**src/rtl/axi_dma_req_gen_if.sv**
```systemverilog
// Command and sub-request channels of the DMA request generator.
// The master modport is the generator side; slave is the command source / request sink.
interface axi_dma_req_gen_if #(
  parameter int AW    = 32,
  parameter int TOT_W = 32,
  parameter int BC_W  = 13
) ();
  logic             cmd_valid;
  logic             cmd_ready;
  logic [AW-1:0]    cmd_addr;
  logic [TOT_W-1:0] cmd_bytes;
  logic             cmd_fixed;

  logic             req_valid;
  logic             req_ready;
  logic [AW-1:0]    req_addr;
  logic [BC_W-1:0]  req_byte_len;
  logic             req_fixed;
  logic             req_lock;
  logic             req_resp_valid;
  logic [1:0]       req_resp;

  modport master (
    input  cmd_valid, cmd_addr, cmd_bytes, cmd_fixed,
    output cmd_ready,
    output req_valid, req_addr, req_byte_len, req_fixed, req_lock,
    input  req_ready, req_resp_valid, req_resp
  );

  modport slave (
    output cmd_valid, cmd_addr, cmd_bytes, cmd_fixed,
    input  cmd_ready,
    input  req_valid, req_addr, req_byte_len, req_fixed, req_lock,
    output req_ready, req_resp_valid, req_resp
  );
endinterface

```
**src/rtl/axi_dma_req_gen.sv**
```systemverilog
// Splits one DMA transfer command into sub-requests of at most MAX_REQ_BYTES that never
// cross a 4 KB boundary, limits in-flight sub-requests and reports done/error/abort.
module axi_dma_req_gen #(
  parameter int AW              = 32,
  parameter int TOT_W           = 32,
  parameter int BC_W            = 13,
  parameter int MAX_REQ_BYTES   = 256,
  parameter int MAX_OUTSTANDING = 4
) (
  input  logic                clk,
  input  logic                rst,
  axi_dma_req_gen_if.master   bus,
  input  logic                abort,
  output logic                busy,
  output logic                done,
  output logic                error,
  output logic                aborted,
  output logic [1:0]          err_resp
);

  typedef enum logic [1:0] {
    ST_IDLE  = 2'd0,
    ST_ISSUE = 2'd1,
    ST_DRAIN = 2'd2,
    ST_DONE  = 2'd3
  } state_t;

  localparam logic [TOT_W-1:0] MAX_REQ_T = TOT_W'(MAX_REQ_BYTES);
  localparam logic [3:0]       MAX_OUT_T = 4'(MAX_OUTSTANDING);

  state_t           state_r;
  logic             cmd_ready_r;
  logic             busy_r;
  logic             done_r;
  logic             error_r;
  logic             aborted_r;
  logic [1:0]       err_resp_r;
  logic [AW-1:0]    addr_r;
  logic [TOT_W-1:0] rem_r;
  logic             fixed_r;
  logic [3:0]       outst_r;
  logic             req_valid_r;
  logic [AW-1:0]    req_addr_r;
  logic [BC_W-1:0]  req_len_r;

  logic             hs_s;
  logic             resp_s;
  logic             err_new_s;
  logic             stop_s;
  logic             free_s;
  logic             can_issue_s;
  logic             cmd_bad_s;
  logic [AW-1:0]    addr_n_s;
  logic [TOT_W-1:0] rem_n_s;
  logic [3:0]       outst_n_s;
  logic [BC_W-1:0]  next_len_s;
  logic [BC_W-1:0]  cmd_len_s;

  // Largest chunk allowed from a byte address given the bytes still to move.
  function automatic logic [BC_W-1:0] chunk_len(input logic [11:0] a_lo,
                                                input logic [TOT_W-1:0] r,
                                                input logic f);
    logic [TOT_W-1:0] bnd;
    logic [TOT_W-1:0] lim;
    bnd = TOT_W'(13'd4096 - {1'b0, a_lo});
    lim = (!f && (bnd < MAX_REQ_T)) ? bnd : MAX_REQ_T;
    chunk_len = (r < lim) ? BC_W'(r) : BC_W'(lim);
  endfunction

  // Next-cycle bookkeeping: remaining bytes, address, outstanding count and issue permission.
  always_comb begin
    hs_s      = req_valid_r & bus.req_ready;
    resp_s    = bus.req_resp_valid & (outst_r != 4'd0);
    err_new_s = resp_s & bus.req_resp[1];
    stop_s    = abort | error_r | err_new_s;
    free_s    = ~req_valid_r | bus.req_ready;
    rem_n_s   = rem_r;
    addr_n_s  = addr_r;
    if (hs_s) begin
      rem_n_s = rem_r - TOT_W'(req_len_r);
      if (!fixed_r) begin
        addr_n_s = addr_r + AW'(req_len_r);
      end else begin
        addr_n_s = addr_r;
      end
    end else begin
      rem_n_s  = rem_r;
      addr_n_s = addr_r;
    end
    // A response with no request in flight is dropped so the counter cannot underflow.
    case ({hs_s, resp_s})
      2'b10:   outst_n_s = outst_r + 4'd1;
      2'b01:   outst_n_s = outst_r - 4'd1;
      default: outst_n_s = outst_r;
    endcase
    can_issue_s = (rem_n_s != '0) && (outst_n_s < MAX_OUT_T) && !stop_s;
    next_len_s  = chunk_len(addr_n_s[11:0], rem_n_s, fixed_r);
    cmd_len_s   = chunk_len(bus.cmd_addr[11:0], bus.cmd_bytes, bus.cmd_fixed);
    cmd_bad_s   = (bus.cmd_addr[1:0] != 2'b00) | (bus.cmd_bytes[1:0] != 2'b00) |
                  (bus.cmd_bytes == '0);
  end

  // Control FSM with all externally visible outputs registered.
  always_ff @(posedge clk or posedge rst) begin
    if (rst) begin
      state_r     <= ST_IDLE;
      cmd_ready_r <= 1'b1;
      busy_r      <= 1'b0;
      done_r      <= 1'b0;
      error_r     <= 1'b0;
      aborted_r   <= 1'b0;
      err_resp_r  <= 2'd0;
      addr_r      <= '0;
      rem_r       <= '0;
      fixed_r     <= 1'b0;
      outst_r     <= 4'd0;
      req_valid_r <= 1'b0;
      req_addr_r  <= '0;
      req_len_r   <= '0;
    end else begin
      done_r  <= 1'b0;
      outst_r <= outst_n_s;
      case (state_r)
        ST_IDLE: begin
          if (bus.cmd_valid) begin
            addr_r      <= bus.cmd_addr;
            rem_r       <= bus.cmd_bytes;
            fixed_r     <= bus.cmd_fixed;
            aborted_r   <= 1'b0;
            cmd_ready_r <= 1'b0;
            busy_r      <= 1'b1;
            if (cmd_bad_s) begin
              error_r    <= 1'b1;
              err_resp_r <= 2'd2;
              state_r    <= ST_DONE;
            end else begin
              error_r     <= 1'b0;
              err_resp_r  <= 2'd0;
              req_valid_r <= 1'b1;
              req_addr_r  <= bus.cmd_addr;
              req_len_r   <= cmd_len_s;
              state_r     <= ST_ISSUE;
            end
          end
        end
        ST_ISSUE: begin
          addr_r <= addr_n_s;
          rem_r  <= rem_n_s;
          if (abort) begin
            aborted_r <= 1'b1;
          end
          if (err_new_s) begin
            error_r <= 1'b1;
            if (!error_r) begin
              err_resp_r <= bus.req_resp;
            end
          end
          // A presented request is held until accepted; stops only apply between requests.
          if (free_s) begin
            req_valid_r <= can_issue_s;
            req_addr_r  <= addr_n_s;
            req_len_r   <= next_len_s;
            if ((rem_n_s == '0) || stop_s) begin
              state_r <= ST_DRAIN;
            end
          end
        end
        ST_DRAIN: begin
          if (abort) begin
            aborted_r <= 1'b1;
          end
          if (err_new_s) begin
            error_r <= 1'b1;
            if (!error_r) begin
              err_resp_r <= bus.req_resp;
            end
          end
          if (outst_r == 4'd0) begin
            state_r <= ST_DONE;
          end
        end
        ST_DONE: begin
          done_r      <= 1'b1;
          busy_r      <= 1'b0;
          cmd_ready_r <= 1'b1;
          state_r     <= ST_IDLE;
        end
        default: begin
          state_r     <= ST_IDLE;
          req_valid_r <= 1'b0;
          busy_r      <= 1'b0;
          cmd_ready_r <= 1'b1;
        end
      endcase
    end
  end

  assign bus.cmd_ready    = cmd_ready_r;
  assign bus.req_valid    = req_valid_r;
  assign bus.req_addr     = req_addr_r;
  assign bus.req_byte_len = req_len_r;
  assign bus.req_fixed    = fixed_r;
  assign bus.req_lock     = 1'b0;
  assign busy             = busy_r;
  assign done             = done_r;
  assign error            = error_r;
  assign aborted          = aborted_r;
  assign err_resp         = err_resp_r;

endmodule

```
**src/flat_wrapper.sv**
```systemverilog
// flat-port wrapper written by rule: the top's interface ports become plain ports
module axi_dma_req_gen_flat 
#(
  parameter int AW              = 32,
  parameter int TOT_W           = 32,
  parameter int BC_W            = 13,
  parameter int MAX_REQ_BYTES   = 256,
  parameter int MAX_OUTSTANDING = 4
)
  (clk, rst, abort, busy, done, error, aborted, err_resp, bus_cmd_valid, bus_cmd_addr, bus_cmd_bytes, bus_cmd_fixed, bus_cmd_ready, bus_req_valid, bus_req_addr, bus_req_byte_len, bus_req_fixed, bus_req_lock, bus_req_ready, bus_req_resp_valid, bus_req_resp);
  axi_dma_req_gen_if #(.AW(AW), .TOT_W(TOT_W), .BC_W(BC_W)) bus_i ();
  input  logic clk;
  input  logic rst;
  input  logic abort;
  output logic busy;
  output logic done;
  output logic error;
  output logic aborted;
  output logic [1:0] err_resp;
  input wire logic [$bits(bus_i.cmd_valid)-1:0] bus_cmd_valid;
  input wire logic [$bits(bus_i.cmd_addr)-1:0] bus_cmd_addr;
  input wire logic [$bits(bus_i.cmd_bytes)-1:0] bus_cmd_bytes;
  input wire logic [$bits(bus_i.cmd_fixed)-1:0] bus_cmd_fixed;
  output wire logic [$bits(bus_i.cmd_ready)-1:0] bus_cmd_ready;
  output wire logic [$bits(bus_i.req_valid)-1:0] bus_req_valid;
  output wire logic [$bits(bus_i.req_addr)-1:0] bus_req_addr;
  output wire logic [$bits(bus_i.req_byte_len)-1:0] bus_req_byte_len;
  output wire logic [$bits(bus_i.req_fixed)-1:0] bus_req_fixed;
  output wire logic [$bits(bus_i.req_lock)-1:0] bus_req_lock;
  input wire logic [$bits(bus_i.req_ready)-1:0] bus_req_ready;
  input wire logic [$bits(bus_i.req_resp_valid)-1:0] bus_req_resp_valid;
  input wire logic [$bits(bus_i.req_resp)-1:0] bus_req_resp;
  assign bus_i.cmd_valid = bus_cmd_valid;
  assign bus_i.cmd_addr = bus_cmd_addr;
  assign bus_i.cmd_bytes = bus_cmd_bytes;
  assign bus_i.cmd_fixed = bus_cmd_fixed;
  assign bus_cmd_ready = bus_i.cmd_ready;
  assign bus_req_valid = bus_i.req_valid;
  assign bus_req_addr = bus_i.req_addr;
  assign bus_req_byte_len = bus_i.req_byte_len;
  assign bus_req_fixed = bus_i.req_fixed;
  assign bus_req_lock = bus_i.req_lock;
  assign bus_i.req_ready = bus_req_ready;
  assign bus_i.req_resp_valid = bus_req_resp_valid;
  assign bus_i.req_resp = bus_req_resp;
  axi_dma_req_gen #(.AW(AW), .TOT_W(TOT_W), .BC_W(BC_W), .MAX_REQ_BYTES(MAX_REQ_BYTES), .MAX_OUTSTANDING(MAX_OUTSTANDING)) u_core (.clk(clk), .rst(rst), .bus(bus_i), .abort(abort), .busy(busy), .done(done), .error(error), .aborted(aborted), .err_resp(err_resp));
endmodule
```
**config.mk**
```make
export PLATFORM = sky130hd
export DESIGN_NAME = axi_dma_req_gen_flat
export DESIGN_NICKNAME = d
export VERILOG_FILES = /design/src/rtl/axi_dma_req_gen_if.sv /design/src/rtl/axi_dma_req_gen.sv /design/src/flat_wrapper.sv
export SDC_FILE = /design/constraint.sdc
export NUM_CORES = 1
export LEC_CHECK = 0
export ABC_CLOCK_PERIOD_IN_PS = 17600
export BUFFER_PORTS_ARGS = -buffer_cell sky130_fd_sc_hd__buf_2
export CAP_MARGIN = 20
export CORE_UTILIZATION = 35
export DETAILED_ROUTE_END_ITERATION = 8
export GPL_TIMING_DRIVEN = 1
export SLEW_MARGIN = 20
export SYNTH_ARGS = -nofsm -noshare
export SYNTH_HDL_FRONTEND = slang
export SYNTH_SLANG_ARGS = --single-unit
```
**constraint.sdc**
```tcl
create_clock -name clk -period 17.6 [get_ports clk]
set_clock_uncertainty 0.05 [all_clocks]
set_input_delay 3.52 -clock clk [delete_from_list [all_inputs] [get_ports clk]]
set_output_delay 3.52 -clock clk [all_outputs]
set_load 0.005 [all_outputs]
```
==> results of run 1 <==
## routing by layer
layer	track usage	vias up
met2	0.340	301
met5	0	-
met4	0.0771	0
met3	0.0332	39
met1	0.313	4448
li1	-	4577
## cells in the mapped netlist (4+ instances only)
master	instances
a211oi_1	14
a21boi_0	4
a21o_1	12
a21oi_1	72
a22o_1	8
a22oi_1	16
a31oi_1	10
and2_1	6
and3_1	12
buf_1	7
buf_2	4
clkbuf_1	51
dfrtp_1	123
ha_1	58
inv_1	52
mux2i_1	38
nand2_1	165
nand2b_1	11
nand3_1	30
nand3b_1	5
nand4_1	12
nor2_1	88
nor2b_1	6
nor3_1	23
nor3b_1	6
nor4_1	23
nor4b_1	4
o2111ai_1	5
o211ai_1	26
o21a_1	12
o21ai_0	100
o21ai_1	14
o22ai_1	17
o31a_1	4
o31ai_1	11
or2_2	6
or3_1	4
or4_1	15
xnor2_1	28
xor2_1	14
## power by group through the flow
stage	combinational (mW)	sequential [mW]	clock (mW)
final	1.08	0.550	0.379
after global routing	1.21	0.568	0.397
after CTS	1.07	0.547	0.386
after detailed placement	1.07	0.550	0
after global placement	1.05	0.549	0
after floorplan	0.791	0.514	0
## critical path: stages
cell       delay (ns)
buf_2            0.17
and3b_1          0.81
mux2i_1          0.44
o21ai_1          0.18
a2111oi_2        0.47
and3_1           0.30
nand4_1          0.11
a221o_1          0.39
a21o_1           0.28
inv_2            0.18
nand2_1          0.08
ha_1             0.30
a21o_1           0.18
a21oi_1          0.14
nor2_1           0.05
a2111oi_0        0.33
o21ai_0          0.18
or4b_4           0.57
a211oi_4         0.54
nor2_4           0.12
o31ai_1          0.26
## final timing paths
kind / start / to / slack (ns) / cells past startpoint
max in group asynchronous: rst / u_core.addr_r[10]$_DFFE_PP0P_ / 12.88 / 3
min reg2reg: u_core.bus.req_addr[9]$_DFFE_PP0P_ / u_core.bus.req_addr[9]$_DFFE_PP0P_ / 0.42 / 2
max reg2reg: u_core.bus.req_byte_len[0]$_DFFE_PP0P_ / u_core.bus.req_byte_len[11]$_DFFE_PP0P_ / 10.93 / 23
min: u_core.bus.req_addr[9]$_DFFE_PP0P_ / u_core.bus.req_addr[9]$_DFFE_PP0P_ / 0.42 / 2
max: bus_req_ready / u_core.bus.req_byte_len[11]$_DFFE_PP0P_ / 8.26 / 21
min in group asynchronous: rst / u_core.rem_r[31]$_DFFE_PP0P_ / 3.15 / 2
## logic make-up after synthesis
| family | synth area share |
|---|---|
| AO/OA/AOI/OAI | 0.243 |
| flip-flops | 0.319 |
| other | 0.000772 |
| XOR/XNOR | 0.0378 |
| multiplexers | 0.0453 |
| buffers and inverters | 0.0515 |
| AND/OR/NAND/NOR | 0.221 |
| adder cells (fa/ha/maj) | 0.0808 |
## cell type report
class	count	area (µm²)
Antenna cell	2	5.00
Sequential cell	124	3100
Timing Repair Buffer	138	721
Clock inverter	12	161
Clock buffer	20	457
Multi-Input combinational cell	955	6170
Fill cell	2749	15800
Tap cell	372	465
Inverter	55	209
## sequential cells by signal (all words and copies together) (netlist names)
| name | count |
|---|---|
| u_core.bus.req_fixed | 1 |
| u_core.done | 1 |
| u_core.state_r | 2 |
| u_core.bus.req_addr | 32 |
| u_core.err_resp | 2 |
| u_core.outst_r | 4 |
| u_core.bus.cmd_ready | 1 |
| u_core.aborted | 1 |
| u_core.addr_r | 32 |
| u_core.error | 1 |
| u_core.busy | 1 |
| u_core.rem_r | 32 |
| u_core.bus.req_byte_len | 13 |
| u_core.bus.req_valid | 1 |
## metrics by stage
stage | total power [mW] | util | setup WS, ns | hold slack [ns]
floorplan | 1.31 | - | 9.08 | 0.401
global placement | 1.60 | 0.394 | 7.99 | 0.407
detailed placement | 1.62 | 0.394 | 7.91 | 0.407
CTS | 2.01 | 0.416 | 8.34 | 0.422
global route | 2.17 | 0.416 | 7.65 | 0.448
finish | 2.01 | 0.417 | 8.26 | 0.419
==> Flow_metrics.wiki, run 1 <==
{| class="wikitable"
! Metric !! Value
|-
| Residual DRC count || 0
|-
| Effective utilization at floorplan || 0.359
|-
| Uppermost layer routed || met4
|-
| RePlAce Congestion || 0.904
|-
| Number of hold buffers added after CTS || 0
|-
| Number of cells in the design after placement || 1644
|-
| Start-to-end type of the worst setup path || primary input to flop
|-
| Number of antenna violations at the first check in global routing || 3
|-
| Maximum count of clock buffers along a single path || 2
|-
| Net Sw Power || 935 µW
|-
| Vias per inst || 5.58
|-
| Highest clock frequency the design can meet || 107 MHz
|-
| FP Rows || 60
|-
| Post-CTS clock slew at the launch and capture registers of the worst setup and hold paths || 0.06 ns
|-
| Peak supply drop || 134 µV
|-
| Mapped cell area || 9730 µm²
|-
| Root Buffer Master || clkbuf_16
|-
| Post-route fraction of the period consumed by the critical path || 0.531
|-
| Proportion of power drawn by combinational gates || 0.537
|-
| EDFF count, synth || 0
|-
| Top cells by area, synth || dfrtp_1 (32%), ha_1 (7.5%), nand2_1 (6.4%), o21ai_0 (5.1%), mux2i_1 (3.9%)
|-
| Proportion of power drawn by flip-flops and latches || 0.274
|-
| Instance area at placement || 10700 µm²
|-
| Worst Max-Slew Pin Slew || 1.01 ns
|-
| Setup repair after global routing missed its margin || no
|-
| Sequential share of the synthesized area || 0.319
|-
| Cell-internal power || 1.07 mW
|-
| Max-cap check violation count || 0
|-
| Max-slew headroom || 0.325
|-
| GRT Overall Usage || 0.221
|-
| Number of global-route vias before repair || 8734
|-
| Total via count after detailed routing || 9365
|-
| Outcome || finished clean
|-
| Flip-flop and latch count after synthesis || 124
|-
| Post-synthesis async set-or-reset flop share || 1.00
|-
| Synthesized area per cell || 8.13 µm²
|-
| Die H || 169 µm
|-
| Die Width || 169 µm
|-
| Sum of routed wire segments on met1 || 14600 µm
|-
| Count of boundary I/O pins || 128
|-
| Sort of element at the start of the critical path || primary input
|-
| Number of optimization iterations in the first detailed-route pass || 5
|-
| Yosys warning total || 0
|-
| Overflow left after global routing || 0
|-
| Final cell count without fillers || 1678
|-
| First-pass GRT wire length || 48900 µm
|-
| Sum of met2 wire segment lengths after detailed routing || 13900 µm
|-
| Share of final-layout standard cells stronger than drive strength 1 || 0.154
|-
| Ratio of total power to cell area || 178 nW/µm²
|-
| Proportion of netlist area held by the largest area contributor || 0.316
|-
| CP Capture Type || flop
|-
| Most used DFF post-synth || dfrtp_1
|-
| Relative area change from synthesis to final layout || 16.1%
|-
| Final routed wire length divided by cell count || 18.5 µm
|-
| Largest net degree at the start of global routing || 84
|-
| Area leader, netlist || dfrtp_1
|-
| Buffer count from post-CTS setup fixing || 0
|-
| Clock Power Share || 0.189
|-
| Final sum of negative setup slack || 0 ns
|-
| TritonCTS clock tree || done
|-
| WP data required || 17.88 ns
|-
| Number of CTS-inserted buffers || 17
|-
| Post-Route WL || 31000 µm
|-
| Number of standard cells after synthesis || 1196
|-
| Maximum level of the CTS H-tree || 4
|-
| Netlist cell types || 89
|-
| Cell area after layout || 11300 µm²
|-
| Leading cell type in the layout, fill and taps excluded || nand2_1
|-
| Detailed-routed wire length on met3 || 1890 µm
|-
| Worst Hold Class || flop to flop
|-
| Latest clock arrival within the worst-skew pair || 0.43 ns
|-
| Largest driver fanout on the critical path || 22
|-
| Violation count after the first detailed-routing iteration || 621
|-
| Clk sink count || 124
|-
| DP Wirelength || 22800 µm
|-
| P_leak || 4.83 nW
|-
| Number of routed nets with antenna violations || 0
|-
| Highest-count cells in the layout ignoring fill and taps || nand2_1 (165), buf_2 (126), dfrtp_1 (123), o21ai_0 (100), nor2_1 (88)
|-
| Crit path time final || 9.34 ns
|-
| Final Slew Violations || 0
|-
| Die footprint || 28500 µm²
|-
| Setup violation total in the final timing report || 0
|-
| Quantity of I/O buffers inserted on ports || 126
|-
| Worst path arrival time || 9.63 ns
|-
| Resized cells post-CTS || 0
|-
| Fraction of power spent switching nets || 0.466
|-
| Core outline area || 27100 µm²
|-
| Nets@finish || 1425
|-
| Final-report hold violation count || 0
|}
Power figures use the tool's default switching activity.
==> run 2: changes to the inputs <==
--- a/config.mk
+++ b/config.mk
@@ -5,7 +5,8 @@
 export SDC_FILE = /design/constraint.sdc
 export NUM_CORES = 1
 export LEC_CHECK = 0
-export ABC_CLOCK_PERIOD_IN_PS = 17600
+export ABC_AREA = 1
+export ABC_CLOCK_PERIOD_IN_PS = 8550
 export BUFFER_PORTS_ARGS = -buffer_cell sky130_fd_sc_hd__buf_2
 export CAP_MARGIN = 20
 export CORE_UTILIZATION = 35
==> constraint.sdc (replaced) <==
create_clock -name clk -period 8.55 [get_ports clk]
set_clock_uncertainty 0.05 [all_clocks]
set_input_delay 1.71 -clock clk [delete_from_list [all_inputs] [get_ports clk]]
set_output_delay 1.71 -clock clk [all_outputs]
set_load 0.005 [all_outputs]
==> Flow_metrics.wiki, run 2 <==
{| class="wikitable"
! Metric !! Value
|-
| Number of hold buffers added after CTS || 0
|-
| Buffer count from post-CTS setup fixing || 0
|-
| Leading cell type in the layout, fill and taps excluded || nand2_1
|-
| Maximum count of clock buffers along a single path || 2
|-
| Final sum of negative setup slack || 0 ns
|-
| Flip-flop and latch count after synthesis || 124
|-
| Yosys warning total || 0
|-
| First-pass GRT wire length || 49600 µm
|-
| Overflow left after global routing || 0
|-
| Proportion of power drawn by flip-flops and latches || 0.244
|-
| Worst Hold Slack || 0.416 ns
|-
| Ratio of total power to cell area || 426 nW/µm²
|-
| Max-slew headroom || 0.402
|-
| Crit path time final || 5.22 ns
|-
| Worst Max-Slew Pin Slew || 0.897 ns
|-
| Post-route fraction of the period consumed by the critical path || 0.611
|-
| Clock Power Share || 0.144
|-
| Mapped cell area || 9730 µm²
|-
| Root Buffer Master || clkbuf_16
|-
| Proportion of netlist area held by the largest area contributor || 0.316
|-
| Setup repair after global routing missed its margin || no
|-
| Final core occ || 0.417
|-
| Fraction of power spent switching nets || 0.513
|-
| Share of final-layout standard cells stronger than drive strength 1 || 0.154
|-
| Relative area change from synthesis to final layout || 16.0%
|-
| Multi-input combinational cell area || 5780 µm²
|-
| Post-synthesis async set-or-reset flop share || 1.00
|-
| Number of cells in the design after placement || 1882
|-
| Net Sw Power || 2.47 mW
|-
| Count of boundary I/O pins || 128
|-
| Quantity of I/O buffers inserted on ports || 126
|-
| Pre-CTS worst setup slack || 2.88 ns
|-
| RePlAce Congestion || 0.928
|-
| Start-to-end type of the worst setup path || primary input to flop
|-
| Depth of the most critical reg-to-reg path || 26
|-
| TritonCTS clock tree || done
|-
| Outcome || finished clean
|-
| Proportion of power drawn by combinational gates || 0.612
|-
| P_leak || 5.62 nW
|-
| Top cells by area, synth || dfrtp_1 (32%), nand2_1 (15%), ha_1 (7.5%), o21ai_0 (6.9%), inv_1 (6.9%)
|-
| Post-Route WL || 30600 µm
|-
| WHS Path Cells || 2
|-
| Final-report hold violation count || 0
|-
| Nets@finish || 1663
|-
| Worst R2R Setup Slack || 4.08 ns
|-
| Peak supply drop || 212 µV
|-
| GRT Overall Usage || 0.223
|-
| Cell area after layout || 11300 µm²
|-
| Number of standard cells after synthesis || 1419
|-
| Final routed wire length divided by cell count || 16.0 µm
|-
| Largest net degree at the start of global routing || 85
|-
| Clk sink count || 124
|-
| Max-cap check violation count || 0
|-
| Die footprint || 28500 µm²
|-
| Total power draw || 4.81 mW
|-
| Residual DRC count || 0
|-
| Final Slew Violations || 0
|-
| Resized cells post-CTS || 0
|-
| Setup violation total in the final timing report || 0
|-
| FP Rows || 60
|-
| Register Area || 3100 µm²
|-
| Die Width || 169 µm
|-
| DP Wirelength || 23100 µm
|-
| Fin worst setup slack || 3.33 ns
|-
| Violation count after the first detailed-routing iteration || 739
|-
| Post-CTS clock slew at the launch and capture registers of the worst setup and hold paths || 0.06 ns
|-
| EDFF count, synth || 0
|-
| Count of filler cells inserted in the layout || 2888
|-
| Highest clock frequency the design can meet || 191 MHz
|-
| Number of CTS-inserted buffers || 17
|-
| Total via count after detailed routing || 9637
|-
| Cell-internal power || 2.34 mW
|-
| Maximum level of the CTS H-tree || 4
|-
| Effective utilization at floorplan || 0.359
|-
| Synthesized area per cell || 6.86 µm²
|-
| Worst path arrival time || 5.52 ns
|-
| Number of routed nets with antenna violations || 0
|-
| Sequential share of the synthesized area || 0.319
|-
| Instance area at placement || 10700 µm²
|-
| Highest-count cells in the layout ignoring fill and taps || nand2_1 (376), inv_1 (177), o21ai_0 (133), buf_2 (126), nor2_1 (125)
|-
| Sort of element at the start of the critical path || primary input
|-
| Area leader, netlist || dfrtp_1
|-
| CP Capture Type || flop
|-
| Largest driver fanout on the critical path || 18
|-
| Netlist cell types || 53
|-
| Number of antenna violations at the first check in global routing || 1
|-
| Leading cell type by number of instances after synthesis || nand2_1
|-
| Core outline area || 27100 µm²
|-
| Vias per inst || 5.03
|-
| Most frequent cells after synthesis || nand2_1 (376), inv_1 (178), o21ai_0 (134)
|-
| WP data required || 8.85 ns
|-
| Number of optimization iterations in the first detailed-route pass || 5
|-
| Most used DFF post-synth || dfrtp_1
|-
| Number of global-route vias before repair || 9143
|-
| Die H || 169 µm
|-
| Final cell count without fillers || 1915
|-
| Latest clock arrival within the worst-skew pair || 0.43 ns
|-
| Worst Hold Class || flop to flop
|}
run 2: cell count changes in the layout (fill, tap and decap cells not counted), sizes merged, moves of 14 or more:
cell    previous run  this run
a211oi            17         3
a22oi             16         0
inv               57       181
mux2i             38         0
nand2            165       389
nand3             30       111
nor2              89       135
o211ai            26         2
o21ai            114       143
or4               15         0
xnor2             28        10
xor2              14        29
run 2: final timing paths:
check                                                         endpoint                                   start
worst min register to register      u_core.bus.req_addr[1]$_DFFE_PP0P_      u_core.bus.req_addr[1]$_DFFE_PP0P_
worst max-delay path            u_core.bus.req_byte_len[7]$_DFFE_PP0P_                           bus_req_ready
worst min-delay path                u_core.bus.req_addr[1]$_DFFE_PP0P_      u_core.bus.req_addr[1]$_DFFE_PP0P_
min in group asynchronous                 u_core.rem_r[22]$_DFFE_PP0P_                                     rst
max in group asynchronous       u_core.bus.req_byte_len[3]$_DFFE_PP0P_                                     rst
worst max register to register  u_core.bus.req_byte_len[7]$_DFFE_PP0P_  u_core.bus.req_byte_len[0]$_DFFE_PP0P_
run 2: area by class of cell:
type                    count  share of cell area
well taps                 372              0.0412
flip-flops and latches    124               0.275
clock inverters             9             0.00554
inverters                 184              0.0616
diodes                      1            0.000222
repair buffers            133              0.0605
multi-input cells        1069               0.512
clock buffers              23              0.0441
run 2: power by group through the flow:
stage          sequential [mW]  clock [mW]  combinational, mW
3_5_place_dp              1.18           0               2.93
5_1_grt                   1.21       0.728               3.37
3_3_place_gp              1.18           0               2.90
4_1_cts                   1.18       0.703               2.95
2_1_floorplan             1.10           0               2.19
6_report                  1.17       0.691               2.95
run 2: metal layers:
metal  vias to the layer above  GRT usage  wire (µm)  share of wire
li1                       4857          -          -              -
met1                      4480      0.304      14400           0.47
met2                       256      0.353      13800           0.45
met3                        42     0.0433       1760          0.058
met4                         2     0.0727        652          0.021
met5                         -          0          8        0.00026
run 2: cells by family (layout without fill, tap and decap cells):
family          after synthesis  count (layout)  share of synthesized area
mux                           2               2                    0.00231
fa+ha+maj                    61              61                     0.0807
flops                       124             124                      0.319
compound gates              251             251                      0.149
buf+inv                     232             349                     0.0923
simple gates                708             708                      0.321
xor+xnor                     39              39                     0.0351
other cells                   2               9                   0.000772
run 2: critical path, cell delays in order:
cell      delay [ns]
buf_2           0.10
nand2_2         0.25
nor2_8          0.38
nand2_1         0.11
o21ai_2         0.10
ha_1            0.17
inv_1           0.07
nor2_4          0.12
nand2_2         0.08
nor2_4          0.11
nand3_2         0.08
nor2_2          0.10
nor2_1          0.06
nor2_2          0.09
and2_1          0.36
nand3_1         0.19
ha_1            0.33
a21oi_1         0.15
nor2_1          0.05
a211oi_1        0.16
nand2_1         0.12
nand2_4         0.15
nand2_4         0.16
nand2_1         0.09
nand3_1         0.06
a21oi_1         0.15
